===== config.mk =====
export PLATFORM = sky130hd
export DESIGN_NAME = wb_sched
export DESIGN_NICKNAME = d
export VERILOG_FILES = /design/src/rtl/wb_sched_pkg.sv /design/src/rtl/wb_fifo.sv /design/src/rtl/wb_sched.sv
export SDC_FILE = /design/constraint.sdc
export NUM_CORES = 1
export LEC_CHECK = 0
export CAP_MARGIN = 30
export CORE_MARGIN = 2
export CORE_UTILIZATION = 35
export DETAILED_ROUTE_END_ITERATION = 12
export PLACE_DENSITY_LB_ADDON = 0.05
export SETUP_SLACK_MARGIN = 0.5
export SLEW_MARGIN = 0
export SYNTH_ARGS = -nofsm -noshare
export SYNTH_HDL_FRONTEND = slang
export SYNTH_SLANG_ARGS = --single-unit

===== constraint.sdc =====
create_clock -name clk -period 3.7 [get_ports clk]
set_input_delay 0.37 -clock clk [delete_from_list [all_inputs] [get_ports clk]]
set_output_delay 0.37 -clock clk [all_outputs]
set_load 0.05 [all_outputs]

===== src/rtl/wb_sched_pkg.sv =====
// Shared definitions for the writeback scheduler: unit tags, source indices
// and the register-file word/address/tag types.
package wb_sched_pkg;

  localparam int TAG_W     = 3;
  localparam int WORD_W    = 32;
  localparam int REGADDR_W = 5;
  localparam int NSRC      = 4;
  localparam int SRC_W     = 2;

  typedef logic [WORD_W-1:0]    word_t;
  typedef logic [REGADDR_W-1:0] regaddr_t;
  typedef logic [TAG_W-1:0]     regtag_t;
  typedef logic [SRC_W-1:0]     src_idx_t;

  // Tag values stored in the register status file
  localparam regtag_t UNLOCKED   = 3'd0;
  localparam regtag_t ALU_MASTER = 3'd1;
  localparam regtag_t ALU_SALVER = 3'd2;
  localparam regtag_t LOAD_STORE = 3'd3;
  localparam regtag_t BRANCH     = 3'd4;

  localparam src_idx_t SRC_ALU_MASTER = 2'd0;
  localparam src_idx_t SRC_ALU_SLAVE  = 2'd1;
  localparam src_idx_t SRC_LOAD_STORE = 2'd2;
  localparam src_idx_t SRC_BRANCH     = 2'd3;

  function automatic src_idx_t rr_next(input src_idx_t last);
    return last + 2'd1;
  endfunction

endpackage


===== src/rtl/wb_fifo.sv =====
// Small per-source result FIFO; pointers wrap freely, count is one bit wider
// so full and empty are distinguishable. Flush clears occupancy only.
module wb_fifo #(
  parameter int DEPTH = 2,
  parameter int W     = 40
) (
  input  logic         clk,
  input  logic         rst,
  input  logic         en,
  input  logic         flush,
  input  logic         push,
  input  logic         pop,
  input  logic [W-1:0] din,
  output logic [W-1:0] head,
  output logic         full,
  output logic         empty
);

  localparam int PTR_W = (DEPTH > 1) ? $clog2(DEPTH) : 1;

  logic [W-1:0]     mem [DEPTH];
  logic [PTR_W-1:0] wr_ptr;
  logic [PTR_W-1:0] rd_ptr;
  logic [PTR_W:0]   count;
  logic             do_push;
  logic             do_pop;

  assign full    = (count == (PTR_W+1)'(DEPTH));
  assign empty   = (count == '0);
  // A full FIFO refuses a push even if its head leaves on the same edge
  assign do_push = en && !flush && push && !full;
  assign do_pop  = en && !flush && pop && !empty;
  assign head    = mem[rd_ptr];

  always_ff @(posedge clk or negedge rst) begin
    if (!rst) begin
      wr_ptr <= '0;
      rd_ptr <= '0;
      count  <= '0;
    end else if (en) begin
      if (flush) begin
        wr_ptr <= '0;
        rd_ptr <= '0;
        count  <= '0;
      end else begin
        if (do_push) wr_ptr <= wr_ptr + PTR_W'(1);
        if (do_pop)  rd_ptr <= rd_ptr + PTR_W'(1);
        case ({do_push, do_pop})
          2'b10:   count <= count + (PTR_W+1)'(1);
          2'b01:   count <= count - (PTR_W+1)'(1);
          default: count <= count;
        endcase
      end
    end
  end

  always_ff @(posedge clk) begin
    if (do_push) mem[wr_ptr] <= din;
  end

endmodule


===== src/rtl/wb_sched.sv =====
// Writeback scheduler: four per-source FIFOs, round-robin dual-port grant onto
// the register-file write ports, registered write strobes/address/data/tag.
//
// Handshake: a result on source i is taken at a clock edge exactly when
// src_valid[i] && src_ready[i] && rdy && !flush; src_ready[i] depends only on
// FIFO occupancy, never on src_valid. Write ports carry no back-pressure.
module wb_sched #(
  parameter int DATA_W = 32,
  parameter int ADDR_W = 5,
  parameter int TAG_W  = 3,
  parameter int DEPTH  = 2
) (
  input  logic                clk,
  input  logic                rst,
  input  logic                rdy,
  input  logic                flush,
  input  logic [3:0]          src_valid,
  output logic [3:0]          src_ready,
  input  logic [4*ADDR_W-1:0] src_addr,
  input  logic [4*DATA_W-1:0] src_data,
  input  logic [4*TAG_W-1:0]  src_tag,
  output logic                en_w0,
  output logic                en_w1,
  output logic [ADDR_W-1:0]   reg_write_addr0,
  output logic [ADDR_W-1:0]   reg_write_addr1,
  output logic [DATA_W-1:0]   write_data0,
  output logic [DATA_W-1:0]   write_data1,
  output logic [TAG_W-1:0]    write_tag0,
  output logic [TAG_W-1:0]    write_tag1
);

  import wb_sched_pkg::*;

  localparam int ENT_W = ADDR_W + DATA_W + TAG_W;

  logic [NSRC-1:0]   push;
  logic [NSRC-1:0]   pop;
  logic [NSRC-1:0]   full;
  logic [NSRC-1:0]   empty;
  logic [ENT_W-1:0]  head      [NSRC];
  logic [ADDR_W-1:0] head_addr [NSRC];
  logic [DATA_W-1:0] head_data [NSRC];
  logic [TAG_W-1:0]  head_tag  [NSRC];

  src_idx_t rr;
  logic     g0;
  logic     g1;
  src_idx_t s0;
  src_idx_t s1;
  logic     advance;

  assign advance = rdy && !flush;

  for (genvar i = 0; i < NSRC; i++) begin : g_src
    wb_fifo #(
      .DEPTH (DEPTH),
      .W     (ENT_W)
    ) u_fifo (
      .clk   (clk),
      .rst   (rst),
      .en    (rdy),
      .flush (flush),
      .push  (push[i]),
      .pop   (pop[i]),
      .din   ({src_addr[i*ADDR_W +: ADDR_W],
               src_data[i*DATA_W +: DATA_W],
               src_tag[i*TAG_W +: TAG_W]}),
      .head  (head[i]),
      .full  (full[i]),
      .empty (empty[i])
    );

    assign {head_addr[i], head_data[i], head_tag[i]} = head[i];
    assign src_ready[i] = !full[i];
    assign push[i]      = src_valid[i] && !full[i] && advance;
    assign pop[i]       = advance && ((g0 && (s0 == SRC_W'(i))) ||
                                      (g1 && (s1 == SRC_W'(i))));
  end

  // Scan heads from rr; port 1 skips a head that would write port 0's
  // nonzero register in the same cycle, leaving it queued.
  always_comb begin
    src_idx_t idx;
    g0  = 1'b0;
    g1  = 1'b0;
    s0  = '0;
    s1  = '0;
    idx = '0;
    for (int k = 0; k < NSRC; k++) begin
      idx = rr + SRC_W'(k);
      if (!empty[idx]) begin
        if (!g0) begin
          g0 = 1'b1;
          s0 = idx;
        end else if (!g1 && ((head_addr[idx] != head_addr[s0]) ||
                             (head_addr[idx] == '0))) begin
          g1 = 1'b1;
          s1 = idx;
        end
      end
    end
  end

  // Address-0 grants still consume a slot but never strobe the write port
  always_ff @(posedge clk or negedge rst) begin
    if (!rst) begin
      rr              <= '0;
      en_w0           <= 1'b0;
      en_w1           <= 1'b0;
      reg_write_addr0 <= '0;
      reg_write_addr1 <= '0;
      write_data0     <= '0;
      write_data1     <= '0;
      write_tag0      <= '0;
      write_tag1      <= '0;
    end else if (rdy) begin
      if (flush) begin
        rr    <= '0;
        en_w0 <= 1'b0;
        en_w1 <= 1'b0;
      end else begin
        en_w0 <= g0 && (head_addr[s0] != '0);
        en_w1 <= g1 && (head_addr[s1] != '0);
        if (g0) begin
          reg_write_addr0 <= head_addr[s0];
          write_data0     <= head_data[s0];
          write_tag0      <= head_tag[s0];
        end
        if (g1) begin
          reg_write_addr1 <= head_addr[s1];
          write_data1     <= head_data[s1];
          write_tag1      <= head_tag[s1];
        end
        if (g1)      rr <= rr_next(s1);
        else if (g0) rr <= rr_next(s0);
      end
    end
  end

endmodule


# Yosys cells after proc, flatten, opt, wreduce, memory -nomap -nowiden
# Memory sizes are Yosys's and may differ from the RTL's.
# Index checks and enable logic that the tools add are counted.
dict set report op_classes {
  add_sub_neg 21
  n_lt_le_gt_ge 12
  n_eq_ne 21
  muxes 110
  bitwise_logic 9
  n_reduce_logical 98
}
# cell n
set op_table {}
lappend op_table {{binary-select mux 32 bit (select 2 bit)} 2}
lappend op_table {{two-way mux 32 bit} 4}
lappend op_table {{binary-select mux 5 bit (select 2 bit)} 8}
lappend op_table {{two-way mux 5 bit} 16}
lappend op_table {{two-way mux 2 bit} 23}
lappend op_table {{two-way mux 1 bit} 43}
lappend op_table {{logical AND 1 bit} 41}
lappend op_table {{AND reduction 2 bit} 13}
lappend op_table {{== test 2 bit, second input constant} 12}
lappend op_table {{greater-or-equal comparator 3 bit, second input constant} 8}
lappend op_table {{inverter 2 -> 3 bit} 8}
lappend op_table {{one-hot mux 2 bit (2 select lines)} 4}
lappend op_table {{nonzero test 2 bit} 8}
lappend op_table {{zero test 5 bit} 3}
lappend op_table {{inequality test 5 bit} 3}
lappend op_table {{nonzero test 3 bit} 5}
lappend op_table {{adder 2 x 1 -> 2 bit, second input constant} 7}
lappend op_table {{binary-select mux 3 bit (select 2 bit)} 2}
lappend op_table {{== test 2 x 1 -> 1 bit, second input constant} 6}
lappend op_table {{zero test 2 bit} 6}
lappend op_table {{< comparator 2 x 3 -> 1 bit, second input constant} 4}
lappend op_table {{two-way mux 3 bit} 4}
lappend op_table {{zero test 1 bit} 11}
lappend op_table {{nonzero test 5 bit} 2}
lappend op_table {{7 further kinds} 28}
dict set report totals {
  register_bits 100
  ram_bits 320
  inputBits 168
  out_inout_bits 86
  wordCells 296
  mem_count 4
}
# name depth width read_ports rd_ports_with_merged_regs wr line_no
set mem_list {}
lappend mem_list {{g_src[0].u_fifo.mem} 2 40 1 0 1 wb_fifo.sv:21} ;# logic [W-1:0] mem [DEPTH];
lappend mem_list {{g_src[1].u_fifo.mem} 2 40 1 0 1 wb_fifo.sv:21}
lappend mem_list {{g_src[2].u_fifo.mem} 2 40 1 0 1 wb_fifo.sv:21}
lappend mem_list {{g_src[3].u_fifo.mem} 2 40 1 0 1 wb_fifo.sv:21}

# Longest topological paths before layout
dict set report depth {
  depth_word 32
  ltp_mapped 20
  mapped_depth_nobuf 14
}

# Modules after synthesis
# Synthesis repeated with hierarchy kept, for this count alone.
dict set report unflattened {
  hier_cells 1415
  hier_area_um2 20425.8
}
# mod n_inst cells_each area_per_inst_um2 seq_area_each_um2
set by_module_without_submodules {}
lappend by_module_without_submodules {wb_fifo 4 157 3176.8 2502.4}
lappend by_module_without_submodules {wb_sched 1 787 7718.7 2102.0}

# Worst setup path before layout
# Ideal clock, no wire load.
dict set report synth_path {
  kind {reg-to-reg}
  from {register g_src[0].u_fifo.count[0]}
  to {memory g_src[0].u_fifo.mem[0][0] (enable)}
  setup_ns 0.487
  arrival_time_ns 3.976
  setup_slack_ns -0.763
  stages_incl_launch_ff 5
  path_buffers 1
  synth_period_minus_slack_ns 4.463
  cell_sequence {dfrtp_1 -> buf_2 -> nand2b_1 -> nand2_1 -> nor3_1}
}
dict set report synth_between {
  elab_chain_cells 8
}
# item line_no
set synth_lines {}
lappend synth_lines {{start, declared} wb_fifo.sv:24} ;# logic [PTR_W:0] count;
lappend synth_lines {{start signal, assigned} wb_fifo.sv:49} ;# 2'b10: count <= count + (PTR_W+1)'(1);
lappend synth_lines {{start signal, assigned} wb_fifo.sv:50} ;# 2'b01: count <= count - (PTR_W+1)'(1);
lappend synth_lines {{start signal, assigned} wb_fifo.sv:51} ;# default: count <= count;
lappend synth_lines {{== test 2 bit *} wb_fifo.sv:28} ;# assign full = (count == (PTR_W+1)'(DEPTH));
lappend synth_lines {{zero test 1 bit *} -}
lappend synth_lines {{via src_ready[0]} wb_sched.sv:18} ;# output logic [3:0] src_ready,
lappend synth_lines {{logical AND 1 bit (2 in a row)} wb_sched.sv:75} ;# assign push[i] = src_valid[i] && !full[i] && advance;
lappend synth_lines {{logical AND 1 bit} wb_fifo.sv:31} ;# assign do_push = en && !flush && push && !full;
lappend synth_lines {{logical AND 1 bit *} wb_fifo.sv:31}
lappend synth_lines {{two-way mux 1 bit *} wb_fifo.sv:58} ;# if (do_push) mem[wr_ptr] <= din;
lappend synth_lines {{two-way mux 1 bit (not written as such) *} wb_fifo.sv:58}
lappend synth_lines {{end, declared} wb_fifo.sv:21}
# Mark *: on every way through the listed nets, which the timed path passes. The rest lies on a longest branch.

# Final worst setup path
dict set report layout_path {
  from {register g_src[3].u_fifo.rd_ptr}
  to {register write_data1[31]}
}
dict set report layout_between {
  elab_chain_cells 23
}
# item line_no
set layout_lines {}
lappend layout_lines {{start, declared} wb_fifo.sv:23} ;# logic [PTR_W-1:0] rd_ptr;
lappend layout_lines {{start signal, assigned} wb_fifo.sv:47} ;# if (do_pop) rd_ptr <= rd_ptr + PTR_W'(1);
lappend layout_lines {{memory read (2 x 40 bit) *} -}
lappend layout_lines {{binary-select mux 5 bit (select 2 bit) (on tied branches)} {wb_sched.sv:95, wb_sched.sv:96}}
lappend layout_lines {{two-way mux 5 bit (on tied branches) (2 in a row)} {wb_sched.sv:95, wb_sched.sv:96}}
lappend layout_lines {{inequality test 5 bit or zero test 5 bit (tied branches)} {wb_sched.sv:95, wb_sched.sv:96}}
lappend layout_lines {{logical OR 1 bit} wb_sched.sv:95} ;# end else if (!g1 && ((head_addr[idx] != head_addr[s0]) ||
lappend layout_lines {{two-way mux 1 bit} wb_sched.sv:95}
lappend layout_lines {{two-way mux 1 bit} wb_sched.sv:92} ;# if (!g0) begin
lappend layout_lines {{two-way mux 1 bit} wb_sched.sv:91} ;# if (!empty[idx]) begin
lappend layout_lines {{[5 not listed]} -}
lappend layout_lines {{zero test 1 bit} wb_sched.sv:95}
lappend layout_lines {{logical AND 1 bit} wb_sched.sv:95}
lappend layout_lines {{two-way mux 2 bit} wb_sched.sv:95}
lappend layout_lines {{two-way mux 2 bit} wb_sched.sv:92}
lappend layout_lines {{two-way mux 2 bit} wb_sched.sv:91}
lappend layout_lines {{inverter 2 -> 3 bit (not written as such)} wb_sched.sv:131} ;# write_data1 <= head_data[s1];
lappend layout_lines {{binary-select mux 32 bit (select 2 bit)} wb_sched.sv:131}
lappend layout_lines {{two-way mux 32 bit (not written as such) (2 in a row)} wb_sched.sv:131}
lappend layout_lines {{end signal, assigned} wb_sched.sv:131}
lappend layout_lines {{end, declared} wb_sched.sv:27} ;# output logic [DATA_W-1:0] write_data1,
# Every way passes the cells marked *; elsewhere a longest branch is shown, timed or not. The select of a mux whose other input is x is not followed.
# A chain may end at the register's enable or synchronous reset.

==> impl_results.md <==
* Area of the die at about 60,000 um2
* Global route overflow at 0
* Core area at 57,400 um2
* Mux cell area share after synthesis at 14.8%
* Critical Path Most Common Cell: buf_6
* Failing checks: setup timing
* Synth async-reset ratio at 23.8%
* Setup TNS at -9.94 ns
* Number of synthesized flops with an enable pin at 320
* Synth cell types at 84
* Max-slew violations at 0
* Post-synthesis cell count at 1,595
* Met2 Routed Length at 36,000 um
* Kind of end point of the critical path: register
* Pre-CTS WS at -0.448 ns
* CTS tree: built
* I/O pins at 254
* Synth top area share at 47.5%
* Clock slew at reported path FFs at around 0.060 ns
* Max cap viols at 0
* Adder-cell share of the synthesized area at 0%
* Register bit count reported by yosys at 420
* Final WS setup at -0.284 ns
* Post-route DRC violation count at 0
* Synthesis-to-layout area growth at 41.7%
* Main combinational cell family by area after synthesis: multiplexers
* Seq/Total Area, Yosys at between 50% and 60%
* HPWL Detailed at 48,400 um
* Ratio of final minimum period to clock period at 108%
* Via count at ~16,000
* Core Rows at 88
* Worst-case clock buffer depth at 3
* FMAX at 0.251 GHz
* Fin crit period at 3.98 ns
* DR vias/cell at roughly 5.4
* Synth Area in Simple Gates at under 10%
* Largest net degree at the start of global routing at 58
* GP Congestion at 0.896
* Run status: finished with violations
* Max Clock Skew at 0.0395 ns
* Area fraction in compound gates after synthesis at 12.6%
* RSZ-0062 raised after global routing: true
* Hold WC Path Type: input port to asynchronous set/reset pin
* Die width at 244 um
* Post-Synth XOR/XNOR Area at 0.606%
* Max Used Layer: met5
* Initial Util at between 30% and 40%
* Nets at around 2,200
* Crit path max-delay cell type: mux4_2
* WL final at 73,500 um
* Share of layout cells above drive strength 1 at 27.3%
* Final Hold Viols at 0
* Finish-stage setup viols at 54
* Max_slew headroom at about a third
* Slew at the pin closest to its max-slew limit at 0.980 ns
* Synthesized net count at 1,763
* Post-synth top area cell: edfxtp_1
* Crit Path Max Fanout at 7
* Detail Route Antenna Nets at 0
* H-Tree Depth at 2
* GRT Total Usage at between 20 and 25%
* Worst-Skew Late Latency at 0.62 ns
* DR WL met3 at ~3300 um
* Synth top cells by count: edfxtp_1, mux2i_1, a21oi_1
* Cell area after synthesis at 20,200 um2
* Max incr delay on CP at roughly 0.52 ns
* CTS buffer count at 49
* Critical-path cell list: buf_12, buf_6, mux2_4, mux4_2, buf_6, a21o_1, and4_4, o2111ai_2, buf_4, nand4_1, a311o_2, and2_4, buf_4, buf_6, nor3_2, a21oi_2, a21oi_2, o21ai_1
* YS warnings at 0
* Pre-antenna DRT Iters at 5
* Die Y at 244 um
* Top_reg_cell synth: edfxtp_1
* M1 WL at 32,500 um
* Data required time of the critical path at 4.21 ns
* Vias in the first global route at 15,570
* Initial DRC count at 941
* Clk sinks at 420
* Synth area leaders: edfxtp_1, dfrtp_1, mux2i_1
* Initial antenna violation count at 5
* Syn_area_per_cell at 12.7 um2
* Wire per inst at 25.6 um
* Most frequent cell after synthesis: edfxtp_1
* Startpoint types: register
* Arrival time worst endpoint at 4.49 ns
* CTS root buf: clkbuf_16
* First-pass GRT wire length at 106,000 um
* Crit Path Class: register to register
* I/O Buffers at approximately 250
## what timing repair did
item | CTS | global route
gates resized for setup | 140 | 65
pin swaps | 46 | 29
setup buffers | 29 | 10
cloned | 9 | 1
endpoints found under the setup margin | 55 | 91
hold buffers | 1 | 0
hold endpoints to repair | 53 | 0
## cells by family (layout without fill, tap and decap cells)
group | count (synthesis) | after routing
multiplexers | 276 | 276
XOR/XNOR | 14 | 14
AO/OA/AOI/OAI | 384 | 384
flip-flops | 420 | 420
buffers and inverters | 131 | 634
AND/OR/NAND/NOR | 370 | 370
other | 0 | 4
## placed cells by master (no fill, tap or decap), drive strengths merged, types with 6 or more instances in the layout
cell type,instances
o211ai,11
and3,36
a221o,7
nor2,76
mux4,15
clkdlybuf4s50,252
clkbuf,77
o22ai,8
inv,13
a31oi,24
buf,276
a22oi,7
edfxtp,320
o21ai,75
o221ai,8
nor2b,17
mux2,21
nand4,6
clkinv,11
a21oi,132
nand2,113
dfrtp,100
nor3,56
nand2b,6
a21o,6
nand3,20
and2,18
a211oi,60
mux2i,240
xnor2,9
or2,8
## final cells by class
| class | count | area (um2) |
|---|---|---|
| clock buffer | 76 | 1390 |
| clock inverter | 16 | 199 |
| tap | 765 | 957 |
| timing repair buffer | 531 | 5470 |
| inverter | 11 | 41.3 |
| sequential | 420 | 12100 |
| antenna | 4 | 10.0 |
| fill | 5048 | 28700 |
| multi-input combinational | 1044 | 8460 |
## flip-flops by register name, summed over array words and instances (netlist names), 2 cells and up
name,flops
write_tag0,3
write_data0,32
write_tag1,3
g_src.u_fifo.count,8
g_src.u_fifo.rd_ptr,4
write_data1,32
rr,2
g_src.u_fifo.wr_ptr,4
g_src.u_fifo.mem,320
reg_write_addr0,5
reg_write_addr1,5
## metal layers
metal	global-route usage, %	vias to the layer above
li1	-	7063
met1	32.3	7946
met2	41.4	397
met3	3.62	93
met4	6.42	4
met5	0	-
## path summary, 6_finish.rpt
kind                                              to  cells past startpoint              startpoint  slack [ns]
setup / recovery                     write_data1[31]                     18  g_src[3].u_fifo.rd_ptr       -0.28
hold / removal                g_src[2].u_fifo.rd_ptr                      2                     rst        0.12
setup reg to reg                     write_data1[31]                     18  g_src[3].u_fifo.rd_ptr       -0.28
hold reg to reg                   reg_write_addr1[1]                      2      reg_write_addr1[1]        0.48
max in group asynchronous            write_data0[14]                      4                     rst        2.70
min in group clk           g_src[3].u_fifo.mem[0][8]                      1           src_data[101]        0.33
## critical path: cells and delay by family, from the launching register on
kind / cells / cell delay [ns]
multiplexers: 2 / 0.82
buffers and inverters: 6 / 0.86
flip-flops: 1 / 0.42
AO/OA/AOI/OAI: 6 / 1.14
AND/OR/NAND/NOR: 4 / 0.66
## through the flow
step                      cell area (um2)  hold slack [ns]  utilization [%]  instances
after floorplan                     20600           0.0744                -       1595
after global placement              25500            0.472             44.4       2720
after detailed placement            25500            0.480             44.4       2720
after CTS                           28200            0.296             49.1       2851
after global routing                28600            0.115             49.9       2863
final                               28700            0.121             50.0       2867
Power is not shown: default switching activity piles up to over one toggle a cycle in this logic, so the estimate is an artifact.
